### src/rtl/muldiv_pkg.sv
// Shared types and constants for the sequential multiply/divide unit.
// Contents: FSM state enum, op encodings, default operand width and the
// iteration-counter width helper.
package muldiv_pkg;

  typedef enum logic [1:0] {
    IDLE = 2'd0,
    CALC = 2'd1,
    FIX  = 2'd2,
    DONE = 2'd3
  } state_t;

  localparam logic OP_MUL = 1'b0;
  localparam logic OP_DIV = 1'b1;

  localparam int unsigned DEF_WIDTH = 32;

  // The counter is loaded with WIDTH and counts down to 1, so it must hold WIDTH itself.
  function automatic int unsigned iter_cnt_w(input int unsigned width);
    return $clog2(width + 1);
  endfunction

endpackage

### src/rtl/muldiv_unit_booth_step.sv
// One radix-2 Booth iteration: add/subtract/skip on {q0, q-1}, then an
// arithmetic right shift of {acc, q, q-1}.
// Ports:
//   acc, m, q, q_1       : current accumulator, multiplicand, multiplier, q-1
//   acc_next, q_next,
//   q_1_next             : register contents after the step
module booth_step
  import muldiv_pkg::*;
#(
  parameter int unsigned WIDTH = DEF_WIDTH
) (
  input  logic [WIDTH-1:0] acc,
  input  logic [WIDTH-1:0] m,
  input  logic [WIDTH-1:0] q,
  input  logic             q_1,
  output logic [WIDTH-1:0] acc_next,
  output logic [WIDTH-1:0] q_next,
  output logic             q_1_next
);

  // One guard bit so acc +/- m (e.g. with m = most-negative) cannot lose its sign.
  logic [WIDTH:0] sum;

  always_comb begin
    sum = {acc[WIDTH-1], acc};
    case ({q[0], q_1})
      2'b01:   sum = {acc[WIDTH-1], acc} + {m[WIDTH-1], m};
      2'b10:   sum = {acc[WIDTH-1], acc} - {m[WIDTH-1], m};
      default: sum = {acc[WIDTH-1], acc};
    endcase
    acc_next = sum[WIDTH:1];
    q_next   = {sum[0], q[WIDTH-1:1]};
    q_1_next = q[0];
  end

endmodule

### src/rtl/muldiv_unit.sv
// Sequential signed multiply/divide unit producing a 2*WIDTH result as
// zhi/zlo halves for the bus multiplexer.
// Configuration: define MULDIV_DIV_EN to include the restoring divider;
// without it a DIV request completes immediately with zero results and
// div_by_zero set.
// Ports:
//   clock, clear      : clock, asynchronous active-high reset
//   start, op, a, b   : request, 0=MUL/1=DIV, two's-complement operands
//   busy, done        : busy during iterations, one-cycle completion pulse
//   zhi, zlo          : MUL high/low word, DIV remainder/quotient
//   div_by_zero       : set by the last op if it divided by zero
module muldiv_unit
  import muldiv_pkg::*;
#(
  parameter int unsigned WIDTH = DEF_WIDTH
) (
  input  logic             clock,
  input  logic             clear,
  input  logic             start,
  input  logic             op,
  input  logic [WIDTH-1:0] a,
  input  logic [WIDTH-1:0] b,
  output logic             busy,
  output logic             done,
  output logic [WIDTH-1:0] zhi,
  output logic [WIDTH-1:0] zlo,
  output logic             div_by_zero
);

  localparam int unsigned CNT_W = iter_cnt_w(WIDTH);

  state_t             state_q, state_d;
  logic [CNT_W-1:0]   cnt_q, cnt_d;
  logic [WIDTH-1:0]   acc_q, acc_d;   // Booth acc / division remainder
  logic [WIDTH-1:0]   q_q, q_d;       // Booth multiplier / division quotient
  logic               q1_q, q1_d;
  logic [WIDTH-1:0]   m_q, m_d;       // multiplicand / divisor magnitude
  logic               op_q, op_d;
  logic               busy_d, done_d, dbz_d;
  logic [WIDTH-1:0]   zhi_d, zlo_d;

  logic [WIDTH-1:0]   bs_acc, bs_q;
  logic               bs_q1;

`ifdef MULDIV_DIV_EN
  logic               negq_q, negq_d; // quotient sign differs from magnitude result
  logic               negr_q, negr_d; // remainder takes the dividend's sign
  logic [WIDTH-1:0]   a_mag, b_mag;
  logic [WIDTH:0]     trial;

  // Magnitudes fit WIDTH bits unsigned, including the most-negative value.
  assign a_mag = a[WIDTH-1] ? (-a) : a;
  assign b_mag = b[WIDTH-1] ? (-b) : b;
  // Shift remainder left taking the next dividend bit, then trial-subtract.
  assign trial = {acc_q, q_q[WIDTH-1]} - {1'b0, m_q};
`endif

  booth_step #(.WIDTH(WIDTH)) u_booth (
    .acc      (acc_q),
    .m        (m_q),
    .q        (q_q),
    .q_1      (q1_q),
    .acc_next (bs_acc),
    .q_next   (bs_q),
    .q_1_next (bs_q1)
  );

  // Next-state, datapath and output computation.
  always_comb begin
    state_d = state_q;
    cnt_d   = cnt_q;
    acc_d   = acc_q;
    q_d     = q_q;
    q1_d    = q1_q;
    m_d     = m_q;
    op_d    = op_q;
    zhi_d   = zhi;
    zlo_d   = zlo;
    dbz_d   = div_by_zero;
`ifdef MULDIV_DIV_EN
    negq_d  = negq_q;
    negr_d  = negr_q;
`endif

    case (state_q)
      // The DONE cycle accepts a new request just like IDLE.
      IDLE, DONE: begin
        state_d = IDLE;
        if (start) begin
          op_d  = op;
          cnt_d = CNT_W'(WIDTH);
          acc_d = '0;
          q1_d  = 1'b0;
          dbz_d = 1'b0;
          if (op == OP_MUL) begin
            m_d     = a;
            q_d     = b;
            state_d = CALC;
          end else begin
`ifdef MULDIV_DIV_EN
            m_d    = b_mag;
            q_d    = a_mag;
            negq_d = a[WIDTH-1] ^ b[WIDTH-1];
            negr_d = a[WIDTH-1];
            if (b == '0) begin
              // Raw dividend is parked in q for the zhi result.
              dbz_d   = 1'b1;
              q_d     = a;
              state_d = FIX;
            end else begin
              state_d = CALC;
            end
`else
            state_d = FIX;
`endif
          end
        end
      end

      CALC: begin
        cnt_d = cnt_q - CNT_W'(1);
        if (op_q == OP_MUL) begin
          acc_d = bs_acc;
          q_d   = bs_q;
          q1_d  = bs_q1;
        end else begin
`ifdef MULDIV_DIV_EN
          if (!trial[WIDTH]) begin
            acc_d = trial[WIDTH-1:0];
            q_d   = {q_q[WIDTH-2:0], 1'b1};
          end else begin
            acc_d = {acc_q[WIDTH-2:0], q_q[WIDTH-1]};
            q_d   = {q_q[WIDTH-2:0], 1'b0};
          end
`endif
        end
        if (cnt_q == CNT_W'(1)) state_d = FIX;
      end

      FIX: begin
        state_d = DONE;
        if (op_q == OP_MUL) begin
          zhi_d = acc_q;
          zlo_d = q_q;
        end else begin
`ifdef MULDIV_DIV_EN
          if (div_by_zero) begin
            zhi_d = q_q;
            zlo_d = '1;
          end else begin
            zlo_d = negq_q ? (-q_q) : q_q;
            zhi_d = negr_q ? (-acc_q) : acc_q;
          end
`else
          zhi_d = '0;
          zlo_d = '0;
          dbz_d = 1'b1;
`endif
        end
      end

      default: state_d = IDLE;
    endcase

    busy_d = (state_d == CALC);
    done_d = (state_d == DONE);
  end

  // State and registered outputs.
  always_ff @(posedge clock or posedge clear) begin
    if (clear) begin
      state_q     <= IDLE;
      cnt_q       <= '0;
      acc_q       <= '0;
      q_q         <= '0;
      q1_q        <= 1'b0;
      m_q         <= '0;
      op_q        <= OP_MUL;
      busy        <= 1'b0;
      done        <= 1'b0;
      zhi         <= '0;
      zlo         <= '0;
      div_by_zero <= 1'b0;
`ifdef MULDIV_DIV_EN
      negq_q      <= 1'b0;
      negr_q      <= 1'b0;
`endif
    end else begin
      state_q     <= state_d;
      cnt_q       <= cnt_d;
      acc_q       <= acc_d;
      q_q         <= q_d;
      q1_q        <= q1_d;
      m_q         <= m_d;
      op_q        <= op_d;
      busy        <= busy_d;
      done        <= done_d;
      zhi         <= zhi_d;
      zlo         <= zlo_d;
      div_by_zero <= dbz_d;
`ifdef MULDIV_DIV_EN
      negq_q      <= negq_d;
      negr_q      <= negr_d;
`endif
    end
  end

endmodule

### config.mk
export PLATFORM = sky130hd
export DESIGN_NAME = muldiv_unit
export DESIGN_NICKNAME = d
export VERILOG_FILES = /design/src/rtl/muldiv_pkg.sv /design/src/rtl/muldiv_unit_booth_step.sv /design/src/rtl/muldiv_unit.sv
export SDC_FILE = /design/constraint.sdc
export NUM_CORES = 1
export LEC_CHECK = 0
export CAP_MARGIN = 20
export CORE_MARGIN = 2
export CORE_UTILIZATION = 60
export CTS_CLUSTER_SIZE = 30
export DETAILED_ROUTE_END_ITERATION = 10
export PLACE_DENSITY = 0.87
export SLEW_MARGIN = 20
export SYNTH_ARGS = -nofsm -noshare
export SYNTH_HDL_FRONTEND = slang
export SYNTH_SLANG_ARGS = --single-unit
### constraint.sdc
create_clock -name clock -period 13 [get_ports clock]
set_clock_uncertainty 0.15 [all_clocks]
set_input_delay 2.6 -clock clock [delete_from_list [all_inputs] [get_ports clock]]
set_output_delay 2.6 -clock clock [all_outputs]
set_load 0.05 [all_outputs]
Word-level counts from Yosys, hierarchy flattened
Index checks and enable logic that the tools add are counted.

Bitwise operators: 1. Equality and inequality tests: 13. Muxes and demuxes: 21. Reductions and logical operators: 11. Add/subtract/negate cells: 3.

Operators by type and width (number): 32-bit two-way mux (7); 32-bit case mux with 2 select lines (2); 33-bit case mux with 2 select lines (1); 32-bit by 32-bit adder with 33-bit output (1); 32-bit by 32-bit subtractor with 33-bit output (1); 6-bit case mux with 2 select lines (1); 3-bit AND reduction (3); 2-bit equality test (second input constant) (4); 2-bit inequality test (second input constant) (4); 4-bit AND reduction (2); 2-bit by 1-bit equality test with 1-bit output (second input constant) (3); 6-bit by 1-bit equality test with 1-bit output (second input constant) (1); 2-bit two-way mux (3); 6-bit two-way mux (1); 2-bit case mux with 3 select lines (1); 6-bit by 1-bit subtractor with 6-bit output (second input constant) (1); 1-bit case mux with 2 select lines (2); 2-bit AND reduction (2); 2-bit nonzero test (2); 1-bit two-way mux (3); 3-bit by 1-bit inequality test with 1-bit output (second input constant) (1); 2-bit logical NOT (1); 2-bit OR reduction (1); 1-bit NOT (1).

Word-level logic and storage cells: 62. Register bits after elaboration: 173. Output and inout port bits: 67. Bits of input ports: 68.

Longest topological paths before layout
Gate-level depths: netlist (run 1).

Word-level depth: 4. Mapped depth: 18. Mapped depth without buffers: 18.

Modules after synthesis
A second synthesis (run 1) with hierarchy kept.

Cells, all modules: 1079. Area, all modules: 10186.0 um^2.

By module, submodules not included: muldiv_unit (times used 1, cells each 627, seq. area each 4329.2 um^2, area an instance 7146.9 um^2); booth_step (times used 1, cells each 452, seq. area each 0.0 um^2, area an instance 3039.2 um^2).

Least setup slack after synthesis (run 1)
No wires, ideal clock.

Kind: input-to-reg. Start point: in start. End point: reg acc_q[14]. Buffers on the path: 2. Arrival: 4.029 ns. Slack: 8.738 ns. Cell stages on the path: 7. Setup time: 0.083 ns. Data required time: 12.767 ns. Cell sequence: nor2b_1 -> nor3b_1 -> and2_1 -> clkbuf_1 -> clkbuf_1 -> a22oi_1 -> o21ai_0.

Longest elaborated chain between the ends: 2.

Ends and longest elaborated chain: start: declaration (line muldiv_unit.sv:19) `input logic start,`; 2-bit inequality test (no line); 3-bit AND reduction (no line); end signal: assignment (line muldiv_unit.sv:174) `acc_q <= '0;`; end signal: assignment (line muldiv_unit.sv:191) `acc_q <= acc_d;`; end: declaration (line muldiv_unit.sv:34) `logic [WIDTH-1:0] acc_q, acc_d;`.

Every way passes these cells. A chain may end at the register's enable or synchronous reset.

Final worst setup path (run 1)
Start point: in start. End point: reg q_q[21].

Longest elaborated chain between the ends: 2.

Ends and longest elaborated chain: 2-bit inequality test (no line); 4-bit AND reduction (no line); end signal: assignment (line muldiv_unit.sv:192) `q_q <= q_d;`; end: declaration (line muldiv_unit.sv:35) `logic [WIDTH-1:0] q_q, q_d;`.

Every way passes these cells.

==> results, run 1 <==
- Yosys printed 0 warnings.
- In this run the tightest slew margin relative to its limit is 28.4%.
- For this run, the top clock speed supported by timing is 198 MHz.
- Once the floorplan was initialized, standard cells occupied 60.9% of the core.
- The post-cts hold buffer count is 0.
- The total of endpoints with negative setup slack in the final report is 0.
- The endpoint required time on the critical path is 13.11 ns.
- Relative to the synthesized area, the layout overhead comes to 21.4%.
- The post-route minimum period is 5.04 ns.
- The core region is 15700 sq um.
- The number of nets in the final layout is 1237.
- For this run, design rule violations remaining after detail routing come to 0.
- The wire length after detailed routing is 21.3 mm.
- The startpoint-to-endpoint class of the critical path is in2reg.
- The worst hold-check slack is 0.352 ns.
- The count of buffers from port buffering is 134.
- The final count of hold timing violations came to 0.
- The routability congestion estimate from global placement is 0.916.
- The number of antenna violations at the first check in global routing is 0.
- The clock reaches the later pin of the worst-skew pair after 0.43 ns.
- Clock-pin slew was measured on the worst setup and hold paths at 0.07 ns.
- The die covers 17000 sq um.
- The clock tree synthesis step divided the H-tree into 4 levels.
- Across all layers, the routed design uses 7664 vias.
- The total clock buffers created by CTS is 17.
- The sequential cell area fraction in the yosys report is 45.2%.
- In this run the register-to-register setup slack is 8.41 ns.
- The antenna cell count is 0.
- Setup repair after global routing left no endpoint under its margin.
- In the final routed layout, each cell accounts on average for 15.7 um.
- The largest fanout of any net on the critical path is 64.
- The library cells used most frequently in the layout, excluding fill and tap cells, are dfrtp_1, nand2_1, clkdlybuf4s50_1.
- The library cell used most frequently in the layout, excluding fill and tap cells, is dfrtp_1.
- The synthesized net count is 1136.
- The first global-routing pass estimated 35.1 mm of wire.
- The global-route total usage across every layer is 26.0%.
- The vias per cell is 5.64.
- The die boundary width is 130 um.
- The class of the tightest hold or removal check is reg2reg.
- The flow ran to the end, and the final reports show no timing, DRC or antenna violations.
- The number of setup buffers added after CTS is 0.
- In the post-route analysis, the smallest setup slack over all paths is 7.96 ns.
- Among all flip-flop cells after synthesis, the most frequent one is dfrtp_1.
- The root buffer cell chosen for the clock tree is clkbuf_16.
- The number of synthesized flops with an enable pin is 0.
- In the finished design, the share of the clock period the worst path needs comes to 38.8%.
- The TritonCTS clock tree is built.
- The startpoint type of the worst setup path is a primary input.
- In the synthesized netlist the async set-or-reset flop fraction comes to 100%.
- The first-pass iteration count of the detailed router is 6.
- In this run the vertical extent of the chip is 130 um.
- Counting along the longest clock path gives a buffer depth of 2.
- In this run, post-CTS repair resized a total of 0 instances.
- Entering global routing, the biggest net connects 125 pins.
- Once detailed placement completed, the half-perimeter wirelength came to 14.9 mm.
- The number of global-route vias before repair is 7236.
- The share of cells above drive strength 1 is 7.79%.
- Across the run, the number of max-cap violations was 0.
- The setup slack at placement is 7.24 ns.
- For this design the top-level I/O count stands at 135.
- After floorplanning, the core was divided into 46 placement rows.
- The number of design-rule violations left by the first detailed-router iteration is 527.
- The post-synthesis cell count is 1028.
- The average instance area after synthesis is 9.31 sq um.
- The number of clock sinks seen by CTS is 173.
- The final sum of negative setup slack is 0 ns.
- The arrival time of the worst setup path is 5.15 ns.
- The transition time at the pin with the least slew margin is 1.07 ns.
- The cell area that synthesis handed to floorplanning was 9570 sq um.
- Synthesis inferred 173 register bits.
- The total global routing overflow is 0.
- In this run, distinct cell masters in the synthesized netlist total 59.
- The remaining antenna violation count is 0.
- The max-slew violation total from the final report was 0.
- The sort of element at the end of the critical path is a flip-flop.
==> worst max-delay path, cell delays in order <==
cell             delay, ns
clkdlybuf4s50_1       0.54
nand2b_1              0.25
o21ai_0               0.12
a21o_2                0.57
a21o_2                0.79
o21ai_0               0.27
==> sequential cells by signal (all words and copies together), names as in the netlist <==
register     flops
acc_q           32
m_q             32
q_q             32
zhi             32
zlo             32
cnt_q            6
state_q          2
busy             1
div_by_zero      1
done             1
op_q             1
q1_q             1
==> Yosys cell counts (4+ instances only) <==
library cell  number  area share [%]
a21o_1            12            0.94
a21oi_1           53             2.8
a22o_1            15             1.4
a22oi_1           17             1.3
a31oi_1            8            0.52
and2_1             4            0.26
clkbuf_1          56             2.2
dfrtp_1          173              45
ha_1              39             5.1
inv_1             90             3.5
mux2_2            35             4.1
mux2i_1           34             3.6
nand2_1          145             5.7
nand2b_1           5            0.33
nand3_1            8            0.42
nor2_1            36             1.4
nor2b_1            8            0.52
nor3_1            17            0.89
o21ai_0           85             4.4
o21ai_1            4            0.21
o221ai_1           4            0.37
o22ai_1           64             4.2
xnor2_1           47             4.3
xor2_1            17             1.6
==> through the flow <==
step	instance area, sq um	cells	utilization [%]
after floorplan	9570	1028	-
after global placement	11000	1326	70.2
after detailed placement	11000	1326	70.2
after CTS	11600	1358	73.9
after global routing	11600	1358	73.9
final	11600	1358	73.9
==> path summary, 6_finish.rpt <==
| path | from | endpoint | depth (start not counted) |
|---|---|---|---|
| max | start | q_q[21]$_DFFE_PP0P_ | 6 |
| min | q_q[17]$_DFFE_PP0P_ | q_q[17]$_DFFE_PP0P_ | 2 |
| max reg2reg | m_q[2]$_DFFE_PP0P_ | acc_q[30]$_DFFE_PP0P_ | 18 |
| min reg2reg | q_q[17]$_DFFE_PP0P_ | q_q[17]$_DFFE_PP0P_ | 2 |
| max in group asynchronous | clear | op_q$_DFFE_PP0P_ | 3 |
| min in group asynchronous | clear | zhi[3]$_DFFE_PP0P_ | 2 |
==> cell families (layout without fill, tap and decap cells) <==
| group | count (synthesis) | count (layout) | synth area share [%] |
|---|---|---|---|
| AND/OR/NAND/NOR | 246 | 246 | 11.5 |
| adder cells (fa/ha/maj) | 40 | 40 | 5.31 |
| flip-flops | 173 | 173 | 45.2 |
| multiplexers | 69 | 69 | 7.68 |
| buffers and inverters | 147 | 261 | 5.77 |
| XOR/XNOR | 64 | 64 | 5.86 |
| AO/OA/AOI/OAI | 289 | 289 | 18.6 |
==> final cells by class <==
class                   instances  area [sq um]
well taps                     216           270
flip-flops and latches        173          4330
multi-input cells             708          4710
repair buffers                139          1380
inverters                      90           343
clock buffers                  21           470
clock inverters                11           109
fillers                      1179          4100
==> layer usage <==
| metal | global-route usage [%] | part of all wire (%) | wire length, um | vias to the layer above |
|---|---|---|---|---|
| met3 | 4.22 | 5.1 | 1090 | 20 |
| met2 | 43.1 | 48 | 10300 | 215 |
| li1 | - | - | - | 3794 |
| met5 | 0 | 0 | 0 | - |
| met4 | 6.14 | 0.84 | 178 | 0 |
| met1 | 36.2 | 46 | 9700 | 3635 |
Power of run 1 is not shown: default switching activity piles up to over one toggle a cycle in this logic, so the estimate is an artifact.
==> run 2: changes to the inputs <==
- CORE_UTILIZATION: 60 -> 50
- PLACE_DENSITY: 0.87 -> 0.77
- clock period: 13 -> 4.4 ns (I/O delays scaled with it)
==> results, run 2 (synthesized netlist as in run 1, its figures left out) <==
- On the worst path, the slowest cell contributes a delay of 0.43 ns.
- The post-route minimum period is 4.06 ns.
- In this run the tightest slew margin relative to its limit is 32.5%.
- The worst hold-check slack is 0.356 ns.
- Entering global routing, the biggest net connects 104 pins.
- Row generation in the floorplan step produced 50 rows.
- The tool flagged a number of max-cap violations equal to 0.
- For the pin with the worst max-slew slack, the measured transition is 1.01 ns.
- The signal on the critical path passes through or3_4, nor3b_2, and2_4, a21oi_1, xnor2_1, ha_1, a21o_1, a21o_1, a21oi_1, o31ai_1, nor2_1, o21ai_1, a311oi_2, xor2_1, o21ai_0.
- The global-route total usage across every layer is 21.8%.
- The highest metal layer used by the detailed router is met4.
- Data on the critical path is required at its endpoint by 4.54 ns.
- The wire length after detailed routing is 21.2 mm.
- The number of buffers between clock root and the deepest sink is 2.
- The H-tree was split into 4 levels.
- Together, buffers and inverters on the worst path number 0.
- The remaining antenna violation count is 0.
- The initial core utilization is 51.0%.
- The number of placed cells counting well taps is 1354.
- The area inside the core boundary is 18800 sq um.
- At the end of the flow the core is filled with cells to 62.5%.
- The detailed-route wire length on metal 1 is 10.1 mm.
- The largest individual stage delay along the critical path comes from the cell dfrtp_1.
- CTS saw 173 sinks.
- STA classifies the critical path endpoint as a flip-flop.
- The number of top-level pins is 135.
- The clock latency on the worst-skew pair is 0.43 ns.
- For the worst setup path, the data arrival time is 4.20 ns.
- The leading cell type in the layout, fill and taps excluded is dfrtp_1.
- The first-pass GRT wire length is 35.5 mm.
- The final critical path takes up 92.4% of the cycle.
- Setup total negative slack on the finished layout was measured at 0 ns.
- The die covers 20300 sq um.
- The largest fanout of any net on the critical path is 6.
- The filler cells instantiated in the layout total 1623.
- The max-slew violation total from the final report came to 0.
- The analysis attributes to cell leakage a power of 4.97 nW.
- The detailed route wirelength on metal2 is 10.1 mm.
- The total clock buffers created by CTS is 17.
- The worst hold path belongs to the class reg2reg.
- The total of endpoints with negative setup slack in the final report is 0.
- The first detailed-routing pass ran for 5 iterations.
- Port buffering added 134 buffers.
- After global routing the overflow that remains totals 0.
- The peak ir drop on the vdd network is 0.000415 V.
- The final count of hold timing violations is 0.
- The clock edge transition at the registers on the reported setup and hold paths is 0.07 ns.
- The congestion estimate from routability-driven global placement came to 0.893.
- The antenna cell count is 0.
- TritonCTS built the clock tree.
- Compared with the post-synthesis result, the final layout area differs by 22.7%.
- The top cell types in the final layout, fill and taps aside, are dfrtp_1, nand2_1, clkdlybuf4s50_1.
- In the routed layout, each cell is associated on average with a via count of 5.42.
- After layout, the worst setup slack is 0.335 ns.
- In the final layout, the share of cells above drive strength 1 is 9.11%.
- The final route contains 7507 vias.
- The power after layout is 10.7 mW.
- Broken down by cell family, the worst path's largest delay share belongs to compound AO/OA/AOI/OAI gates.
- The startpoint type of the worst setup path is a flip-flop.
- The die boundary width is 142 um.
- The power density over the cells is 915 nW/um^2.
- Leaving out filler cells and counting taps, the final layout contains 1386.
- The number of nets in the final layout is 1247.
- The finished cells cover 11700 sq um.
- The amount of wire on met3 after detailed routing is 739 um.
- The number of setup buffers added after CTS is 0.
- The number of antenna violations at the first check in global routing is 0.
- The cell area reported after detailed placement is 11100 sq um.
- In the final routed layout, each cell accounts on average for 15.3 um.
- The fmax is 246 MHz.
- For this design, the CTS-stage hold fixing added 0 buffers.
- The number of global-route vias before repair is 7070.
- The tree is rooted in a clkbuf_16.
- The die extent in y is 142 um.
- For this run, design rule violations remaining after detail routing come to 0.
- The number of design-rule violations left by the first detailed-router iteration is 419.
- After legalization and detailed placement, the total HPWL measured 15.4 mm.
- The setup slack at placement is 0.218 ns.
- The run finished with clean final reports.
- The critical path is of the reg2reg type.
==> run 2: cell types whose count changed in the layout (fill, tap and decap cells not counted), sizes merged <==
cell	previous run	this run
buf	5	15
clkinvlp	4	2
bufinv	1	0
inv	93	96
clkinv	3	7
clkbuf	21	17
==> run 2: final timing paths <==
path,slack (ns),startpoint,cells past startpoint,endpoint
setup / recovery,0.34,m_q[2]$_DFFE_PP0P_,15,acc_q[30]$_DFFE_PP0P_
hold / removal,0.36,q_q[22]$_DFFE_PP0P_,2,q_q[22]$_DFFE_PP0P_
max in group asynchronous,2.68,clear,3,op_q$_DFFE_PP0P_
min in group asynchronous,0.79,clear,3,zhi[7]$_DFFE_PP0P_
hold reg to reg,0.36,q_q[22]$_DFFE_PP0P_,2,q_q[22]$_DFFE_PP0P_
setup reg to reg,0.34,m_q[2]$_DFFE_PP0P_,15,acc_q[30]$_DFFE_PP0P_
==> run 2: repair_timing <==
item,CTS,global route
resized for setup,0,6
hold endpoints to repair,0,0
endpoints found under the setup margin,0,2
==> run 2: power by group <==
part | internal, mW | switching [mW]
combinational | 2.50 | 3.80
sequential | 2.29 | 0.672
clock | 0.755 | 0.713
==> run 2: final cells by class <==
| type | count | area (sq um) | share of cell area (%) |
|---|---|---|---|
| well taps | 234 | 293 | 2.49 |
| clock inverters | 15 | 150 | 1.28 |
| repair buffers | 149 | 1470 | 12.5 |
| inverters | 90 | 342 | 2.91 |
| multi-input cells | 708 | 4730 | 40.3 |
| clock buffers | 17 | 425 | 3.62 |
| flip-flops and latches | 173 | 4330 | 36.9 |
==> run 2: metal layers <==
metal,up-vias,GRT usage [%]
met2,158,35.5
li1,3822,-
met4,0,6.62
met3,20,2.89
met5,-,0
met1,3507,30.5
==> run 2: tightest hold or removal path, stage by stage, from the launching register on <==
cell	delay, ns
dfrtp_1	0.36
nand2_1	0.05
o21ai_0	0.06
No activity file was read; power rests on OpenSTA's default activity.
==> run 3: changes to the inputs <==
- SETUP_SLACK_MARGIN: not set -> 0.2
- SLEW_MARGIN: 20 -> not set
==> results, run 3 (synthesized netlist as in run 1, its figures left out) <==
- The remaining antenna violation count is 0.
- For this run, the detailed router's first-pass iteration total came to 5.
- No sink is reached through more buffers than the 2 on the longest clock path.
- The total of endpoints with negative setup slack in the final report is 0.
- With fillers left out, the area of the finished cells amounts to 11800 sq um.
- The routed design could run at a clock period as short as 3.95 ns.
- At the end of the flow, the number of nets in the layout was 1249.
- The arrival time of the worst setup path is 4.09 ns.
- The library cells used most frequently in the layout, excluding fill and tap cells, are dfrtp_1, nand2_1, clkdlybuf4s50_1.
- The fill cell total of the finished layout is 1617.
- The max-slew violation total from the final report is 0.
- In this run the horizontal extent of the chip is 142 um.
- The site row count is 50.
- The H-tree was split into 4 levels.
- STA puts the critical path data required time at 4.54 ns.
- The largest net degree at the start of global routing is 104.
- The clock net in this run drives a total of 173 sinks.
- The sort of element at the end of the critical path is a flip-flop.
- The area of the die is 20300 sq um.
- The share of cells above drive strength 1 is 10.1%.
- At the pin with the least slew margin, the transition time is 1.01 ns.
- The final count of hold timing violations came to 0.
- Summing all multi-input logic gate instances after layout gives 4780 sq um.
- The total clock buffers created by CTS is 17.
- CTS placed an instance of clkbuf_16 at the clock tree root.
- The area inside the core boundary is 18800 sq um.
- The congestion estimate from routability-driven global placement came to 0.893.
- The register cell area after layout is 4330 sq um.
- For this block, the routed nets add up to 21.3 mm of wire.
- The number of max-cap violations is 0.
- The run finished with clean final reports.
- The first global-routing pass estimated 35.5 mm of wire.
- The number of design-rule violations left by the first detailed-router iteration is 465.
- For this run, the slowest stage of the critical path takes 0.57 ns.
- Setup repair after global routing could not meet its margin everywhere.
- The worst setup path is of the reg2reg kind.
- The cell that appears most often on the critical path is nand2_1.
- Global routing used 21.8% of the available tracks.
- The mean routed wirelength per cell is 15.4 um.
- The number of global-route vias before repair is 7070.
- For this run, the share of the core covered by cells in the final layout is 62.9%.
- The final sum of negative setup slack is 0 ns.
- For this run, the top clock speed supported by timing is 253 MHz.
- Relative to the synthesized area, the layout overhead comes to 23.4%.
- The worst slew margin relative to its limit is 32.6%.
- The clock reaches the later pin of the worst-skew pair after 0.43 ns.
- The detailed router placed 7536 vias in this run.
- The critical path goes through or4_4, nor4_4, and2_4, nand2_1, nor2_4, nand2_1, nor2_2, nor2_1, xnor2_1, ha_1, and3_1, nand3_1, nand2_1, a311oi_2, o21ai_2, a311oi_2, xor2_1, o21ai_0.
- The total global routing overflow is 0.
- For this design, the slowest cell found on the critical path is or4_4.
- The largest fanout of any net on the critical path is 6.
- The count of buffers from port buffering is 134.
- Pin placement for this block handled 135 I/O pins.
- The detailed-placement wirelength estimate is 15.4 mm.
- The number of antenna diodes in the final layout is 0.
- The worst setup path is launched from a flip-flop.
- The part of the cycle the worst path needs is 89.7%.
- The post-cts hold buffer count is 0.
- The number of antenna violations at the first check in global routing came to 0.
- The min-delay analysis places its worst path in the category reg2reg.
- The TritonCTS clock tree is built.
- The leading cell type in the layout, fill and taps excluded is dfrtp_1.
- The floorplan step set the die height to 142 um.
- The clock edge transition at the registers on the reported setup and hold paths is 0.07 ns.
- For this run, design rule violations remaining after detail routing come to 0.
- The initial core utilization is 51.0%.
- The cell area reported after detailed placement is 11100 sq um.
- The vias per cell is 5.43.
==> run 3: changes by cell type in the layout (fill, tap and decap cells not counted), moves of 2 or more <==
cell	previous run	this run
a21oi_1	53	51
o21ai_1	4	2
buf_4	14	16
a21oi_2	1	3
o21ai_2	0	2
==> run 3: worst paths after layout <==
path                                         end  slack, ns  depth (start not counted)                start
hold / removal               q_q[22]$_DFFE_PP0P_       0.36                          2  q_q[22]$_DFFE_PP0P_
setup / recovery           acc_q[30]$_DFFE_PP0P_       0.45                         18   m_q[6]$_DFFE_PP0P_
hold reg to reg              q_q[22]$_DFFE_PP0P_       0.36                          2  q_q[22]$_DFFE_PP0P_
max in group asynchronous       op_q$_DFFE_PP0P_       2.68                          3                clear
min in group asynchronous     zhi[7]$_DFFE_PP0P_       0.79                          3                clear
setup reg to reg           acc_q[30]$_DFFE_PP0P_       0.45                         18   m_q[6]$_DFFE_PP0P_
==> run 3: per-stage QoR <==
step	cells	worst slack, ns	hold slack [ns]
after floorplan	1028	0.521	0.321
after global placement	1354	0.284	0.341
after detailed placement	1354	0.218	0.347
after CTS	1386	0.255	0.364
after global routing	1388	0.141	0.377
final	1388	0.454	0.356
==> run 3: repair_timing <==
item / 4_1_cts / 5_1_grt
cloned: 0 / 0
setup buffers: 0 / 2
endpoints found under the setup margin: 1 / 9
resized for setup: 1 / 17
pin swaps: 0 / 5
==> run 3: layout make-up <==
type	instances	area share, %
clock buffer	17	3.60
clock inverter	15	1.27
inverter	90	2.89
multi-input combinational	708	40.5
sequential	173	36.7
tap	234	2.48
timing repair buffer	151	12.5
==> run 3: worst max-delay path: cells and delay by family (launching register included) <==
family | cells | cell delay [ns]
and+or+nand+nor | 11 | 1.81
AOI/OAI and AO/OA | 4 | 0.74
DFF | 1 | 0.44
adders and majority gates | 1 | 0.34
xor gates and xnor gates | 2 | 0.31
==> run 3: routing by layer <==
metal  wire length [um]  vias up  track usage [%]
li1                   -     3825                -
met1              10200     3546             30.5
met2              10100      145             35.5
met3                716       20             2.89
met4                311        0             6.62
met5                  0        -                0
Power of run 3 is left out for the same reason.
